File: src/rtl/round_pkg.sv
// round_pkg: shared types and constants for the memory-game round controller.
//   state_e      - FSM state encoding (also driven onto the LED state port)
//   difficulty_e - show-phase speed selection
//   KEY_*        - keypad codes with fixed meaning
//   TIMER_W      - width of the shared down-counter
//   SCORE_MAX    - score saturation value
package round_pkg;

    typedef enum logic [2:0] {
        StIdle  = 3'd0,
        StFetch = 3'd1,
        StShow  = 3'd2,
        StEntry = 3'd3,
        StCheck = 3'd4,
        StOver  = 3'd5
    } state_e;

    typedef enum logic [1:0] {
        DiffEasy = 2'd0,
        DiffMed  = 2'd1,
        DiffHard = 2'd2
    } difficulty_e;

    localparam logic [3:0] KEY_START = 4'hF;
    localparam logic [3:0] KEY_CLEAR = 4'hE;
    localparam logic [3:0] KEY_EASY  = 4'h1;
    localparam logic [3:0] KEY_MED   = 4'h2;
    localparam logic [3:0] KEY_HARD  = 4'h3;

    localparam int unsigned TIMER_W   = 32;
    localparam logic [13:0] SCORE_MAX = 14'd9999;

endpackage

File: src/rtl/round_timer.sv
// round_timer: loadable down-counter shared by the show phase and the entry timeout.
//   clk, rst    - clock, asynchronous active-high reset
//   load        - load load_value (takes priority over dec)
//   load_value  - value to load
//   dec         - decrement by one (stops at zero)
//   last        - high when the count is at 1 or 0, i.e. it reaches zero on this decrement
module round_timer
    import round_pkg::*;
#(
    parameter int unsigned WIDTH = TIMER_W
) (
    input  logic             clk,
    input  logic             rst,
    input  logic             load,
    input  logic [WIDTH-1:0] load_value,
    input  logic             dec,
    output logic             last
);

    logic [WIDTH-1:0] count_q;

    always_ff @(posedge clk or posedge rst) begin
        if (rst) begin
            count_q <= '0;
        end else if (load) begin
            count_q <= load_value;
        end else if (dec && (count_q != '0)) begin
            count_q <= count_q - WIDTH'(1);
        end
    end

    assign last = (count_q <= WIDTH'(1));

endmodule

File: src/rtl/round_controller.sv
// round_controller: sequencing FSM for a show-then-recall keypad game.
//   clk, rst     - single clock, asynchronous active-high reset
//   key_valid    - one-cycle keypad press strobe, key_code carries the hex key
//   seq_req/ack  - handshake with the sequence source, seq_data valid with seq_ack
//   show_number  - high while the target is displayed
//   target       - latched sequence
//   score        - rounds won (saturating), lives_left - remaining lives
//   entry_count  - digits entered in this attempt, state - encoded FSM state
// Optional feature: define ROUND_TIMEOUT_EN to end an ENTRY phase with a forced
// mismatch after TIMEOUT_TICKS cycles without an accepted key.
module round_controller
    import round_pkg::*;
#(
    parameter int unsigned DIGITS        = 4,
    parameter int unsigned EASY_TICKS    = 7000000,
    parameter int unsigned MED_TICKS     = 5000000,
    parameter int unsigned HARD_TICKS    = 3000000,
    parameter int unsigned LIVES         = 3,
    parameter int unsigned TIMEOUT_TICKS = 100000000
) (
    input  logic                  clk,
    input  logic                  rst,
    input  logic                  key_valid,
    input  logic [3:0]            key_code,
    output logic                  seq_req,
    input  logic                  seq_ack,
    input  logic [4*DIGITS-1:0]   seq_data,
    output logic                  show_number,
    output logic [4*DIGITS-1:0]   target,
    output logic [13:0]           score,
    output logic [1:0]            lives_left,
    output logic [2:0]            entry_count,
    output logic [2:0]            state
);

    state_e                state_q, state_d;
    difficulty_e           diff_q, diff_d;
    logic [4*DIGITS-1:0]   target_q, target_d;
    logic [4*DIGITS-1:0]   buf_q, buf_d;
    logic [13:0]           score_q, score_d;
    logic [1:0]            lives_q, lives_d;
    logic [2:0]            cnt_q, cnt_d;

    logic                  tmr_load, tmr_dec, tmr_last;
    logic [TIMER_W-1:0]    tmr_value, show_ticks;
    logic                  entry_match;

`ifdef ROUND_TIMEOUT_EN
    // Remembers that CHECK was reached by inactivity so it counts as a miss.
    logic timeout_q, timeout_d;

    always_ff @(posedge clk or posedge rst) begin
        if (rst) timeout_q <= 1'b0;
        else     timeout_q <= timeout_d;
    end

    assign entry_match = !timeout_q && (buf_q == target_q);
`else
    assign entry_match = (buf_q == target_q);
`endif

    always_comb begin
        unique case (diff_q)
            DiffMed:  show_ticks = TIMER_W'(MED_TICKS);
            DiffHard: show_ticks = TIMER_W'(HARD_TICKS);
            default:  show_ticks = TIMER_W'(EASY_TICKS);
        endcase
    end

    round_timer #(
        .WIDTH (TIMER_W)
    ) u_timer (
        .clk        (clk),
        .rst        (rst),
        .load       (tmr_load),
        .load_value (tmr_value),
        .dec        (tmr_dec),
        .last       (tmr_last)
    );

    always_comb begin
        state_d   = state_q;
        diff_d    = diff_q;
        target_d  = target_q;
        buf_d     = buf_q;
        score_d   = score_q;
        lives_d   = lives_q;
        cnt_d     = cnt_q;
        tmr_load  = 1'b0;
        tmr_dec   = 1'b0;
        tmr_value = show_ticks;
`ifdef ROUND_TIMEOUT_EN
        timeout_d = timeout_q;
`endif
        unique case (state_q)
            StIdle: begin
                if (key_valid) begin
                    if (key_code == KEY_EASY)      diff_d = DiffEasy;
                    else if (key_code == KEY_MED)  diff_d = DiffMed;
                    else if (key_code == KEY_HARD) diff_d = DiffHard;
                    else if (key_code == KEY_START) begin
                        score_d = '0;
                        lives_d = 2'(LIVES);
                        state_d = StFetch;
                    end
                end
            end
            StFetch: begin
                if (seq_ack) begin
                    target_d = seq_data;
                    tmr_load = 1'b1;
                    state_d  = StShow;
                end
            end
            StShow: begin
                if (tmr_last) begin
                    buf_d   = '0;
                    cnt_d   = '0;
                    state_d = StEntry;
`ifdef ROUND_TIMEOUT_EN
                    tmr_load  = 1'b1;
                    tmr_value = TIMER_W'(TIMEOUT_TICKS);
`endif
                end else begin
                    tmr_dec = 1'b1;
                end
            end
            StEntry: begin
                if (key_valid && (key_code == KEY_CLEAR)) begin
                    buf_d = '0;
                    cnt_d = '0;
`ifdef ROUND_TIMEOUT_EN
                    tmr_load  = 1'b1;
                    tmr_value = TIMER_W'(TIMEOUT_TICKS);
`endif
                end else if (key_valid && (key_code != KEY_START)) begin
                    // Earlier digits move up so the first key ends in the top nibble.
                    buf_d = {buf_q[4*DIGITS-5:0], key_code};
                    cnt_d = cnt_q + 3'd1;
                    if (cnt_q == 3'(DIGITS - 1)) begin
                        state_d = StCheck;
`ifdef ROUND_TIMEOUT_EN
                        timeout_d = 1'b0;
`endif
                    end
`ifdef ROUND_TIMEOUT_EN
                    tmr_load  = 1'b1;
                    tmr_value = TIMER_W'(TIMEOUT_TICKS);
`endif
                end else begin
`ifdef ROUND_TIMEOUT_EN
                    if (tmr_last) begin
                        timeout_d = 1'b1;
                        state_d   = StCheck;
                    end else begin
                        tmr_dec = 1'b1;
                    end
`endif
                end
            end
            StCheck: begin
                if (entry_match) begin
                    score_d = (score_q >= SCORE_MAX) ? SCORE_MAX : score_q + 14'd1;
                    state_d = StFetch;
                end else if (lives_q <= 2'd1) begin
                    lives_d = '0;
                    state_d = StOver;
                end else begin
                    lives_d  = lives_q - 2'd1;
                    tmr_load = 1'b1;
                    state_d  = StShow;
                end
            end
            StOver: begin
                if (key_valid && (key_code == KEY_START)) state_d = StIdle;
            end
            default: state_d = StIdle;
        endcase
    end

    always_ff @(posedge clk or posedge rst) begin
        if (rst) begin
            state_q  <= StIdle;
            diff_q   <= DiffEasy;
            target_q <= '0;
            buf_q    <= '0;
            score_q  <= '0;
            lives_q  <= '0;
            cnt_q    <= '0;
        end else begin
            state_q  <= state_d;
            diff_q   <= diff_d;
            target_q <= target_d;
            buf_q    <= buf_d;
            score_q  <= score_d;
            lives_q  <= lives_d;
            cnt_q    <= cnt_d;
        end
    end

    assign seq_req     = (state_q == StFetch);
    assign show_number = (state_q == StShow);
    assign target      = target_q;
    assign score       = score_q;
    assign lives_left  = lives_q;
    assign entry_count = cnt_q;
    assign state       = state_q;

endmodule

File: config.mk
export PLATFORM = sky130hd
export DESIGN_NAME = round_controller
export DESIGN_NICKNAME = d
export VERILOG_FILES = /design/src/rtl/round_pkg.sv /design/src/rtl/round_timer.sv /design/src/rtl/round_controller.sv
export SDC_FILE = /design/constraint.sdc
export NUM_CORES = 1
export LEC_CHECK = 0
export CAP_MARGIN = 15
export CORE_AREA = 8 8 119 121
export DETAILED_ROUTE_END_ITERATION = 10
export DIE_AREA = 0 0 127 129
export REMOVE_ABC_BUFFERS = 1
export SLEW_MARGIN = 10
export SYNTH_ARGS = -nofsm -noshare
export SYNTH_HDL_FRONTEND = slang
export SYNTH_SLANG_ARGS = --single-unit
export TNS_END_PERCENT = 100
File: constraint.sdc
create_clock -name clk -period 5.9 [get_ports clk]
set_clock_uncertainty 0.1 [all_clocks]
set_input_delay 1.18 -clock clk [delete_from_list [all_inputs] [get_ports clk]]
set_output_delay 1.18 -clock clk [all_outputs]
set_load 0.02 [all_outputs]
; Word-level counts from Yosys, hierarchy flattened
; Index checks and enable logic that the tools add are counted.
[word_totals]
output_inout_bits = 40
regBits = 88
wordCells = 110
inputBits = 24
[classes]
n_mux = 50
eq_ne = 29
n_lt_le_gt_ge = 3
n_reduce_logical = 16
n_addsub = 4
[ops]
columns = cell, count
row1 = 14-bit two-way mux, 7
row2 = 32-bit two-way mux, 2
row3 = 16-bit two-way mux, 3
row4 = 3-bit two-way mux, 16
row5 = 23-bit case mux with 2 select lines, 1
row6 = 32-bit by 1-bit <= comparator with 1-bit output (second input constant), 1
row7 = 16-bit case mux with 2 select lines, 1
row8 = 32-bit nonzero test, 1
row9 = 32-bit by 1-bit subtractor with 32-bit output (second input constant), 1
row10 = 14-bit case mux with 2 select lines, 1
row11 = 2-bit != test (second input constant), 11
row12 = 2-bit two-way mux, 10
row13 = 3-bit case mux with 6 select lines, 1
row14 = 16-bit equality test, 1
row15 = 14-bit by 1-bit adder with 14-bit output (second input constant), 1
row16 = 14-bit >= comparator (second input constant), 1
row17 = 7-bit AND reduction, 2
row18 = 11-bit AND reduction, 1
row19 = 3-bit by 2-bit equality test with 1-bit output (second input constant), 3
row20 = 4-bit by 2-bit equality test with 1-bit output (second input constant), 2
row21 = 4-bit equality test (second input constant), 2
row22 = 3-bit equality test (second input constant), 2
row23 = 3-bit case mux with 2 select lines, 1
row24 = 3-bit AND reduction, 2
row25 = 18 further kinds, 28

; Logic depth before layout (Yosys ltp)
; Gate-level depths: netlist of run 1.
[logic_depth]
ltp_word = 7
mapped_depth = 9
ltp_nobuf = 8

; Hierarchy
; Synthesis of run 1 repeated with hierarchy kept, for this count alone.
[unflattened]
hier_cells = 550
hier_area_um2 = 5033.6
[by_module_without_submodules]
columns = module, cells_each, instances, area_per_inst_um2, seq_area_each_um2
row1 = round_controller, 313, 1, 2974.1, 1401.3
row2 = round_timer, 237, 1, 2059.5, 800.8

; Worst setup path before layout of run 1
; No wires, ideal clock.
[synth_timing]
path_kind = input to register
from = input port key_code[3]
to = register u_timer.count_q[16]
path_stages = 7
n_path_buf = 1
setup_time_ps = 125
arrival_time_ps = 2498
path_slack_ps = 3177
cell_sequence = and3_1 nand3_1 a221oi_2 o211ai_1 nor2b_1 buf_4 mux2_2
[synth_lines]
columns = item, line_no
row1 = from (decl), round_controller.sv:24  ; input logic [3:0] key_code,
row2 = to (signal assigned), round_timer.sv:26  ; count_q <= load_value;
row3 = to (signal assigned), round_timer.sv:28  ; count_q <= count_q - WIDTH'(1);
row4 = to (decl), round_timer.sv:20  ; logic [WIDTH-1:0] count_q;

; Worst setup path after layout of run 1
[layout_timing]
from = register state_q[1] (netlist: state[1])
to = output port show_number
[layout_via]
elab_chain_cells = 1
[layout_rtl]
columns = item, line_no
row1 = from (decl), round_controller.sv:36  ; state_e state_q, state_d;
row2 = from (signal assigned), round_controller.sv:183  ; state_q <= StIdle;
row3 = from (signal assigned), round_controller.sv:191  ; state_q <= state_d;
row4 = 3-bit by 2-bit equality test with 1-bit output, round_controller.sv:202  ; assign show_number = (state_q == StShow);
row5 = to (decl), round_controller.sv:28  ; output logic show_number,
; Every way passes these cells.

==> flow_metrics.env, run 1 <==
export IMPL_status="completed"
export IMPL_viasPerCell=5.512
export IMPL_place_congestion=0.8655
export IMPL_critPathRequiredTime_ps=4620
export IMPL_cts_root_buf="clkbuf_16"
export IMPL_initial_core_util_pct=38.98
export IMPL_fin_crit_sh_pct=62.11
export IMPL_multi_input_area_sq_um=2482
export IMPL_hold_viol_final=0
export IMPL_grt_usage_pct=14.69
export IMPL_numCtsBuffers=9
export IMPL_rows=41
export IMPL_fin_cells=695
export IMPL_p_switching_w=0.001144
export IMPL_seqPwrFrac_pct=38.9
export IMPL_syn_inst=482
export IMPL_setup_viol=0
export IMPL_drv_slew=0
export IMPL_grt_max_degree=49
export IMPL_rsz0062_at_grt="false"
export IMPL_yosysWarnings=0
export IMPL_drt_pass1_iter_count=4
export IMPL_power_total_w=0.002901
export IMPL_final_util_pct=47.67
export IMPL_post_cts_resized=0
export IMPL_endpoint_kind="output pin"
export IMPL_internal_power_w=0.001757
export IMPL_htree_levels=3
export IMPL_cts_hold_buf=0
export IMPL_final_common_cell="dfrtp_1"
export IMPL_syn_to_final_growth_pct=22.29
export IMPL_final_antenna_net_count=0
export IMPL_cts_sinks=88
export IMPL_synth_ff_latch_count=88
export IMPL_path_max_fanout=16
export IMPL_dr_total_vias=3831
export IMPL_placed_cell_area_sq_um=5545
export IMPL_die_y_microns=129
export IMPL_clkPwrFrac_pct=20.1
export IMPL_drive_gt1_share_pct=12.29
export IMPL_period_minus_slack_ps=3664
export IMPL_antenna_found_initial=0
export IMPL_grt_pass1_wl_mm=19.52
export IMPL_place_inst=678
export IMPL_portBuffers=63
export IMPL_timing_setup_tns_ps=0
export IMPL_cp_arrival_ps=2380
export IMPL_power_frac_comb_pct=40.9
export IMPL_dpl_hpwl_mm=8.268
export IMPL_synth_yosys_seq_area_share_pct=45.88
export IMPL_worst_pin_slew_ps=1089
export IMPL_synthesis_area_sq_um=4800
export IMPL_crit_type="register to output pin"
export IMPL_hold_class="register to register"
export IMPL_nets=573
export IMPL_io_pins=64
export IMPL_syn_avg_cell_area_sq_um=9.958
export IMPL_cts_tree="yes"
export IMPL_seqCellArea_sq_um=2202
export IMPL_async_flop_share_pct=100.0
export IMPL_ys_types=60
export IMPL_wl_per_cell_microns=16.74
export IMPL_drv_cap=0
export IMPL_p_leak_nw=2.222
export IMPL_cts_buffer_depth=2
export IMPL_synth_edf_count=0
export IMPL_power_density_nw_per_um2=494.3
export IMPL_finalWirelength_mm=11.64
export IMPL_switching_share_pct=39.43
export IMPL_die_area_sq_um=16380
export IMPL_final_cell_mix="88 x dfrtp_1, 63 x clkdlybuf4s50_1, 51 x nand2_1"
export IMPL_clock_latency_ps=340
export IMPL_synth_flop_cell="dfrtp_1"
export IMPL_grt_pass1_vias=3859
export IMPL_antennaDiodeCount=0
export IMPL_drt_iter0_drc=194
export IMPL_gr_total_overflow=0
export IMPL_fill_cells=1145
export IMPL_clk_pin_slew_ps=60
export IMPL_drc=0
export IMPL_die_x_microns=127
export IMPL_core_sq_um=12310
export IMPL_vdd_drop_max_mv=0.2370
export IMPL_max_freq_mhz=272.9
export IMPL_design_area_sq_um=5869
export IMPL_post_cts_buffers=0
export IMPL_start_kind="register"
export IMPL_max_slew_margin_pct=27.11
power groups by stage:
stage | sequential (W) | combinational, W | clock, W
2_1_floorplan | 0.00121 | 0.000628 | 0
3_3_place_gp | 0.00113 | 0.00118 | 0
3_5_place_dp | 0.00114 | 0.00119 | 0
4_1_cts | 0.00113 | 0.00120 | 0.000599
5_1_grt | 0.00117 | 0.00130 | 0.000625
6_report | 0.00113 | 0.00119 | 0.000584
Yosys cell counts (4+ instances only):
cell | n | area (sq um)
nand3_1 | 13 | 65.06
nor4_2 | 6 | 75.07
nor4_1 | 11 | 68.82
and2_1 | 4 | 25.02
buf_2 | 4 | 20.02
or2_2 | 4 | 25.02
o31ai_1 | 5 | 37.54
mux2_2 | 18 | 202.7
nand2_1 | 51 | 191.4
nor2b_1 | 5 | 31.28
nand4_1 | 7 | 43.79
dfrtp_1 | 88 | 2202
xnor2_1 | 41 | 359.1
a21oi_1 | 12 | 60.06
nor2_1 | 41 | 153.9
and4_1 | 4 | 35.03
mux2i_1 | 5 | 50.05
o21ai_1 | 9 | 45.04
ha_1 | 9 | 112.6
inv_1 | 9 | 33.78
clkbuf_1 | 11 | 41.29
or3_1 | 6 | 37.54
o21ai_0 | 29 | 145.1
a211oi_1 | 4 | 30.03
and3_1 | 9 | 56.30
nor3_1 | 15 | 75.07
nand2b_1 | 7 | 43.79
sequential cells by signal, indices dropped and copies added, names as in the netlist:
register / flops
entry_count: 3
u_timer.count_q: 32
score: 14
state: 3
target: 16
lives_left: 2
diff_q: 2
buf_q: 16
worst paths after layout:
path | from | end | slack (ps) | depth (start not counted)
max | state[1] | show_number | 2240 | 3
min | buf_q[12] | buf_q[12] | 420 | 2
max reg2reg | state[0] | u_timer.count_q[17] | 2980 | 7
min reg2reg | buf_q[12] | buf_q[12] | 420 | 2
max in group asynchronous | rst | buf_q[13] | 3480 | 3
min in group asynchronous | rst | u_timer.count_q[28] | 1220 | 2
worst max-delay path: stages (launching register included):
cell	delay, ps
dfrtp_1	630
or3b_1	590
inv_1	190
clkdlybuf4s50_1	630
cell type report:
cell class	count	area share, %
flip-flops and latches	88	37.52
clock buffers	12	4.370
repair buffers	66	11.13
clock inverters	4	0.8953
multi-input cells	366	42.29
well taps	150	3.198
inverters	9	0.5969
logic make-up (layout without fill, tap and decap cells):
family                   count (synthesis)  count (layout)  share of synthesized area [%]
AND/OR/NAND/NOR                        205             205                          24.11
flip-flops                              88              88                          45.88
AO/OA/AOI/OAI                           85              85                          11.68
XOR/XNOR                                44              44                          8.029
buffers and inverters                   28              91                          2.685
multiplexers                            23              23                          5.266
adder cells (fa/ha/maj)                  9               9                          2.346
metrics by stage:
| stage | hold slack (ps) | setup slack, ps |
|---|---|---|
| after global routing | 453.9 | 2101 |
| final | 415.9 | 2236 |
| after global placement | 388.3 | 2181 |
| after CTS | 422.9 | 2215 |
| after detailed placement | 410.2 | 2059 |
| after floorplan | 370.2 | 2029 |
metal layers:
metal  vias up  global-route usage, %  wire, microns
met3         8                  3.806            568
met1      1880                  18.58           5222
met5         -                      0              0
met2        97                  23.72           5698
met4         0                  5.528            146
li1       1846                      -              -
Power figures use the tool's default switching activity.
==> run 2: changes to the inputs <==
==> constraint.sdc (replaced) <==
create_clock -name clk -period 3.05 [get_ports clk]
set_clock_uncertainty 0.1 [all_clocks]
set_input_delay 0.61 -clock clk [delete_from_list [all_inputs] [get_ports clk]]
set_output_delay 0.61 -clock clk [all_outputs]
set_load 0.02 [all_outputs]
==> run 2 against run 1 <==
Critical path type unchanged. Wire length decreased by 0.73%. Power increased by 93%. Worst hold slack got worse by 12 ps.
==> flow_metrics.env, run 2 (synthesis results as in run 1) <==
export IMPL_period_minus_slack_ps=2801
export IMPL_hold_path_endpoint="buf_q[14]"
export IMPL_multi_input_area_sq_um=2475
export IMPL_r2r_start="u_timer.count_q[13]"
export IMPL_placed_cell_area_sq_um=5675
export IMPL_final_antenna_net_count=0
export IMPL_post_cts_buffers=0
export IMPL_final_common_cell="dfrtp_1"
export IMPL_critPathRequiredTime_ps=2340
export IMPL_drc=0
export IMPL_dr_total_vias=3854
export IMPL_viasPerCell=5.444
export IMPL_syn_to_final_growth_pct=24.24
export IMPL_grt_pass1_wl_mm=19.47
export IMPL_clk_pin_slew_ps=70
export IMPL_clock_latency_ps=350
export IMPL_max_freq_mhz=357.0
export IMPL_r2r_setup_slack_ps=320
export IMPL_final_util_pct=48.44
export IMPL_max_slew_margin_pct=30.06
export IMPL_p_switching_w=0.002243
export IMPL_worst_pin_slew_ps=1045
export IMPL_regMostFlops="u_timer.count_q"
export IMPL_hold_viol_final=0
export IMPL_portBuffers=63
export IMPL_wl_per_cell_microns=16.31
export IMPL_max_stage_delay_ps=630
export IMPL_critical_path_buf_inv_count=2
export IMPL_internal_power_w=0.003364
export IMPL_grt_pass1_vias=3837
export IMPL_drv_slew=0
export IMPL_slowest_stage="clkdlybuf4s50_1"
export IMPL_status="completed"
export IMPL_start_kind="register"
export IMPL_gr_total_overflow=0
export IMPL_crit_family="buffers and inverters"
export IMPL_drt_iter0_drc=280
export IMPL_cts_tree="yes"
export IMPL_drive_gt1_share_pct=14.52
export IMPL_place_ws_ps=48.58
export IMPL_cts_hold_buf=0
export IMPL_grt_max_degree=89
export IMPL_drt_pass1_iter_count=4
export IMPL_p_leak_nw=2.290
export IMPL_rsz0062_at_grt="false"
export IMPL_setup_viol=0
export IMPL_place_congestion=0.8487
export IMPL_io_pins=64
export IMPL_cts_buffer_depth=2
export IMPL_dpl_hpwl_mm=8.200
export IMPL_clkPwrFrac_pct=19.2
export IMPL_antennaDiodeCount=0
export IMPL_power_frac_comb_pct=42.4
export IMPL_nets=586
export IMPL_hold_class="register to register"
export IMPL_final_cell_mix="88 x dfrtp_1, 63 x clkdlybuf4s50_1, 51 x nand2_1"
export IMPL_fill_cells=1156
export IMPL_finalWirelength_mm=11.55
export IMPL_worstHoldStart="buf_q[14]"
export IMPL_switching_share_pct=40.00
export IMPL_crit_chain="or3b_1 > inv_1 > clkdlybuf4s50_1"
export IMPL_cts_root_buf="clkbuf_16"
export IMPL_core_sq_um=12310
export IMPL_design_area_sq_um=5963
export IMPL_cp_arrival_ps=2090
export IMPL_initial_core_util_pct=38.98
export IMPL_grt_usage_pct=14.70
export IMPL_post_cts_resized=0
export IMPL_fin_crit_sh_pct=91.83
export IMPL_power_density_nw_per_um2=940.2
export IMPL_die_area_sq_um=16380
export IMPL_antenna_found_initial=0
export IMPL_drv_cap=0
export IMPL_worstRegToRegCells=7
export IMPL_largest_reg_flops=32
export IMPL_vdd_drop_max_mv=0.4059
export IMPL_seqPwrFrac_pct=38.4
export IMPL_whs_path_depth=2
export IMPL_numCtsBuffers=9
export IMPL_worst_slack_ps=249.1
export IMPL_power_total_w=0.005606
export IMPL_seqCellArea_sq_um=2202
export IMPL_cts_sinks=88
export IMPL_die_y_microns=129
export IMPL_htree_levels=3
export IMPL_crit_type="register to output pin"
export IMPL_r2r_end="u_timer.count_q[22]"
export IMPL_endpoint_kind="output pin"
export IMPL_rows=41
export IMPL_die_x_microns=127
export IMPL_path_max_fanout=15
export IMPL_place_inst=692
export IMPL_fin_cells=708
## run 2: tightest hold or removal path, cell delays in order (launching register included)
cell     delay, ps
dfrtp_1        360
nand2_1         50
o21ai_0         60
## run 2: layout make-up
cell class                      count  share of cell area [%]
Tap cell                          150                   3.147
Clock buffer                       10                   4.008
Multi-Input combinational cell    366                   41.50
Clock inverter                      6                  0.8183
Sequential cell                    88                   36.93
Timing Repair Buffer               79                   13.01
Inverter                            9                  0.5875
## run 2: power groups by stage
stage / clock network, W / registers, W / logic, W
2_1_floorplan: 0 / 0.00233 / 0.00121
3_3_place_gp: 0 / 0.00216 / 0.00236
3_5_place_dp: 0 / 0.00217 / 0.00240
4_1_cts: 0.00112 / 0.00215 / 0.00241
5_1_grt: 0.00115 / 0.00223 / 0.00261
6_report: 0.00108 / 0.00215 / 0.00238
## run 2: per-stage QoR
stage               hold WS [ps]  TNS (ps)
CTS                        411.2         0
detailed placement         395.9         0
finish                     403.5         0
global route               447.9         0
global placement           393.2         0
floorplan                  370.2     -8082
## run 2: how the worst max path moves through the flow
| stage | start | end | slack (ps) | cells past startpoint |
|---|---|---|---|---|
| floorplan | state[0] | u_timer.count_q[16] | -490 | 6 |
| detailed placement | key_code[2] | u_timer.count_q[18] | 50 | 8 |
| finish | state[0] | show_number | 250 | 3 |
| CTS | state[0] | show_number | 220 | 3 |
| global route | u_timer.count_q[13] | u_timer.count_q[22] | 150 | 7 |
| global placement | key_code[2] | u_timer.count_q[11] | 140 | 8 |
## run 2: per-layer routing
metal | GRT usage (%) | wire length, microns | vias up
met3 | 3.144 | 485 | 12
met5 | 0 | 0 | -
met2 | 22.90 | 5380 | 82
met4 | 7.138 | 193 | 0
met1 | 19.09 | 5490 | 1884
li1 | - | - | 1876
